===== src/rtl/tdc_count_seq.sv =====
// Sequencer for the TDC coarse up/down counter: clears it by counting down, measures
// start-to-stop clk cycles with saturation, cross-checks against a mirror, hands off the result.
module tdc_count_seq #(
  parameter int CNT_W = 4
) (
  input  logic             clk,
  input  logic             rst,
  input  logic             arm,
  input  logic             start,
  input  logic             stop,
  input  logic [CNT_W-1:0] cnt_val,
  output logic             cnt_en,
  output logic             cnt_up_dnb,
  output logic             busy,
  output logic             armed,
  output logic             res_valid,
  input  logic             res_ready,
  output logic [CNT_W-1:0] res_data,
  output logic             res_ovf,
  output logic             res_err
);

  localparam logic [CNT_W-1:0] MAX      = '1;
  localparam logic [CNT_W:0]   STEP_LIM = {1'b1, {CNT_W{1'b0}}};

  typedef enum logic [2:0] {
    IDLE, CLR_CHK, CLR_STEP, ARMED, COUNT, SETTLE, DONE
  } state_t;

  state_t           state;
  logic [CNT_W-1:0] mirror;
  logic [CNT_W:0]   step;

  // NOTE: every register here is reset, and all state updates use non-blocking
  // assignments so each output changes exactly on the clock edge it is decided on.
  always_ff @(posedge clk or posedge rst) begin
    if (rst) begin
      state      <= IDLE;
      cnt_en     <= 1'b0;
      cnt_up_dnb <= 1'b1;
      busy       <= 1'b0;
      armed      <= 1'b0;
      res_valid  <= 1'b0;
      res_data   <= '0;
      res_ovf    <= 1'b0;
      res_err    <= 1'b0;
      mirror     <= '0;
      step       <= '0;
    end else begin
      case (state)
        IDLE: begin
          if (arm) begin
            state   <= CLR_CHK;
            busy    <= 1'b1;
            res_ovf <= 1'b0;
            res_err <= 1'b0;
            step    <= '0;
          end
        end
        CLR_CHK: begin
          if (cnt_val == '0) begin
            state  <= ARMED;
            armed  <= 1'b1;
            mirror <= '0;
          end else if (step == STEP_LIM) begin
            // Counter never reached zero: report a clear timeout.
            state     <= DONE;
            res_valid <= 1'b1;
            res_err   <= 1'b1;
            res_data  <= '0;
          end else begin
            state      <= CLR_STEP;
            cnt_en     <= 1'b1;
            cnt_up_dnb <= 1'b0;
            step       <= step + 1'b1;
          end
        end
        CLR_STEP: begin
          // One-cycle pulse; cnt_val is re-checked only after the step has landed.
          cnt_en <= 1'b0;
          state  <= CLR_CHK;
        end
        ARMED: begin
          if (start) begin
            state      <= COUNT;
            armed      <= 1'b0;
            cnt_en     <= 1'b1;
            cnt_up_dnb <= 1'b1;
          end
        end
        COUNT: begin
          // cnt_en is high for the whole state, so the mirror steps with the counter.
          mirror <= mirror + 1'b1;
          if (mirror == MAX - 1'b1) begin
            cnt_en  <= 1'b0;
            res_ovf <= 1'b1;
            state   <= SETTLE;
          end else if (stop) begin
            cnt_en <= 1'b0;
            state  <= SETTLE;
          end
        end
        SETTLE: begin
          res_err   <= (cnt_val != mirror);
          res_data  <= mirror;
          res_valid <= 1'b1;
          state     <= DONE;
        end
        DONE: begin
          if (res_ready) begin
            res_valid <= 1'b0;
            busy      <= 1'b0;
            state     <= IDLE;
          end
        end
        default: state <= IDLE;
      endcase
    end
  end

endmodule

===== config.mk =====
export PLATFORM = sky130hd
export DESIGN_NAME = tdc_count_seq
export DESIGN_NICKNAME = d
export VERILOG_FILES = /design/src/rtl/tdc_count_seq.sv
export SDC_FILE = /design/constraint.sdc
export NUM_CORES = 1
export LEC_CHECK = 0
export CAP_MARGIN = 20
export CORE_MARGIN = 3
export CORE_UTILIZATION = 40
export CTS_CLUSTER_DIAMETER = 60
export DETAILED_ROUTE_END_ITERATION = 12
export SYNTH_ARGS = -nofsm -noshare
export SYNTH_HDL_FRONTEND = slang
export SYNTH_SLANG_ARGS = --single-unit
export TNS_END_PERCENT = 100

===== constraint.sdc =====
create_clock -name clk -period 1.68 [get_ports clk]
set_clock_uncertainty 0.1 [all_clocks]
set_input_delay 0.168 -clock clk [delete_from_list [all_inputs] [get_ports clk]]
set_output_delay 0.168 -clock clk [all_outputs]
set_load 0.02 [all_outputs]

==> results_dict.tcl <==
set metrics [dict create \
    netlist_instances 138 \
    max_stage_delay_ns 0.40 \
    finalInstanceArea_um2 1820 \
    final_util 0.583 \
    setup_slack_ns -0.0598 \
    grt.total_usage 0.184 \
    cts_tree "done" \
    die_x_um 63.8 \
    relSlewSlack 0.754 \
    drt_iter0_drc 51 \
    netlist_area_um2 1340 \
    start_kind "register" \
    fillers 294 \
    grt_max_degree 24 \
    synth-edff-count 0 \
    die_h_um 63.8 \
    vias_per_cell 5.35 \
    final_nets 201 \
    critical_path.top_delay_family "simple AND/OR/NAND/NOR gates" \
    dr.pass1.iters 4 \
    fp-row-count 20 \
    max-cap-violations 0 \
    rsz0062_at_grt "yes" \
    grt.overflow.total 0 \
    ys.flop_type "dfrtp_1" \
    clk_latency_ns 0.30 \
    worstMarginPinSlew_ns 0.367 \
    hp-class "input port to async pin" \
    drv_slew 0 \
    n_antenna_cell 0 \
    multi_input_area_um2 708 \
    finalWirelength_mm 3.35 \
    synth_compound_area_frac 0.246 \
    io_pins 21 \
    cts.sinks 23 \
    p_per_area_nw_per_um2 1430 \
    synth_area_per_cell_um2 9.69 \
    place_hpwl_mm 2.55 \
    core-area_um2 3130 \
    synthesis.nets 152 \
    gp_congestion 0.915 \
    cp-end-kind "register" \
    synth-xor-area-share 0.0262 \
    path_class "register to register" \
    ys_seq_area_frac 0.431 \
    ir_drop_mv 0.716 \
    finalCritPeriodShare 1.04 \
    ant_nets 0 \
    clock_path_buffers 2 \
    finalSetupViolCount 5 \
    htreeDepth 1 \
    synth_seq_cells 23 \
    grt_pass1_wl_mm 6.00 \
    synth_top_family_by_area "compound AO/OA/AOI/OAI gates" \
    min_period_ns 1.74 \
    drive_above_1_share 0.237 \
    grt_pass1_vias 1278 \
    failed_checks "setup timing" \
    hold_viol 0 \
    vias 1231 \
    die_area_um2 4070 \
    ctsRootBufferMaster "clkbuf_4" \
    clk_pin_slew_worst_paths_ns 0.12 \
    ys_warn_count 0 \
    synthMuxAreaShare 0.0234 \
    area.growth.synth_to_final_pct 36.3 \
    path_cells "inv_1 -> ha_1 -> and4bb_2 -> a21oi_2 -> or3_4 -> a22o_1" \
    synthDistinctLibCells 45 \
    synth_fa_ha_area_frac 0.0374 \
    port_buffers 20 \
    place_area_um2 1780 \
    dpl_worst_slack_ns -0.209 \
    path_buf_inv 1 \
    cp.required_ns 1.79 \
    seqCellArea_um2 577 \
    ctsHoldBuffers 0 \
    yosys.area_share.simple 0.196 \
    postSynth.asyncResetShare 1.00 \
    wl_per_cell_um 14.6 \
    worstPathArrival_ns 1.85 \
    antenna_found_initial 0 \
    fmax_mhz 575 \
    status "complete, but fails checks" \
    power_leakage_nw 0.820 \
    cp_slowest_cell "dfrtp_1" \
    worstPathMaxFanout 5 \
    start_util 0.428 \
    drcViolationCount 0 \
    cts_inserted_buffers 3 \
]
[sequential cells by signal, indices dropped and copies added, names as in the netlist]
signal      cells
step            5
mirror          4
res_data        4
state           3
armed           1
busy            1
cnt_en          1
cnt_up_dnb      1
res_err         1
res_ovf         1
res_valid       1
[power breakdown]
group          internal (mW)  leakage, nW  switching [mW]
logic                  0.730        0.512           0.800
registers              0.728        0.293           0.104
clock network         0.0925       0.0150           0.161
total                   1.55        0.820            1.06
[synthesized netlist by cell type, drive strengths merged, types with 2 or more instances]
master | count | area share
o2bb2ai | 2 | 0.013
mux2i | 2 | 0.015
dfrtp | 22 | 0.41
a21oi | 13 | 0.051
nor3 | 4 | 0.023
or3 | 3 | 0.018
nand2b | 3 | 0.014
nand3 | 3 | 0.011
and3 | 3 | 0.014
xnor2 | 3 | 0.020
clkbuf | 5 | 0.014
nor2 | 11 | 0.033
a221oi | 2 | 0.013
o21ai | 10 | 0.037
nand2 | 8 | 0.022
nor2b | 3 | 0.014
ha | 4 | 0.037
inv | 8 | 0.022
o22ai | 2 | 0.0094
o31ai | 2 | 0.011
a22o | 5 | 0.033
[layout by cell type, fill, tap and decap left out, drive strengths merged, types with 4 or more instances in the layout]
| cell | count |
|---|---|
| nor2 | 11 |
| clkdlybuf4s50 | 18 |
| clkbuf | 4 |
| nor3 | 4 |
| a22o | 5 |
| o21ai | 10 |
| ha | 4 |
| inv | 8 |
| nand2 | 8 |
| buf | 30 |
| a21oi | 13 |
| dfrtp | 22 |
[kinds of logic after synthesis]
| logic type | Yosys count |
|---|---|
| AOI/OAI and AO/OA | 47 |
| xor gates and xnor gates | 4 |
| adders and majority gates | 4 |
| buffers and inverters | 14 |
| DFF | 23 |
| muxes | 3 |
| and+or+nand+nor | 43 |
[repair_timing]
action                                  in CTS  in global routing
buffers inserted                             1                  1
endpoints found under the setup margin       8                  9
resized for setup                            1                  2
pin swaps                                    1                  2
[final timing paths]
check,from,slack [ns],end,cells after the start
setup / recovery,step[0]$_DFFE_PP0P_,-0.06,res_data[3]$_DFFE_PP0P_,6
hold / removal,rst,0.09,step[4]$_DFFE_PP0P_,3
setup reg to reg,step[0]$_DFFE_PP0P_,-0.06,res_data[3]$_DFFE_PP0P_,6
hold reg to reg,step[4]$_DFFE_PP0P_,0.41,step[4]$_DFFE_PP0P_,1
max in group asynchronous,rst,1.11,cnt_up_dnb$_DFFE_PP1P_,3
min in group clk,step[4]$_DFFE_PP0P_,0.41,step[4]$_DFFE_PP0P_,1
[per-layer routing]
| layer | routed length (um) | up-vias | track usage |
|---|---|---|---|
| met5 | 0 | - | 0 |
| met4 | 30 | 0 | 0.0593 |
| met3 | 156 | 4 | 0.0387 |
| met2 | 1580 | 28 | 0.293 |
| met1 | 1590 | 592 | 0.249 |
| li1 | - | 607 | - |
[per-stage QoR]
stage / TNS, ns / total power, mW / instances / hold WS (ns)
floorplan: -0.0144 / 1.73 / 138 / 0.0692
CTS: -0.225 / 2.63 / 229 / 0.0992
finish: -0.232 / 2.61 / 230 / 0.0917
detailed placement: -2.68 / 2.35 / 224 / 0.389
global placement: -2.17 / 2.33 / 224 / 0.363
global route: -0.643 / 2.85 / 230 / 0.0985
[worst min-delay path: cells and delay by family]
| kind | cells | cell delay [ns] |
|---|---|---|
| buf+inv | 3 | 0.74 |
[cell type report]
cell class | count | share of cell area
clock buffer | 4 | 0.0144
inverter | 8 | 0.0165
multi-input combinational | 101 | 0.388
sequential | 23 | 0.316
tap | 44 | 0.0302
timing repair buffer | 50 | 0.234
Note: power is estimated with default switching activity, not from simulation.
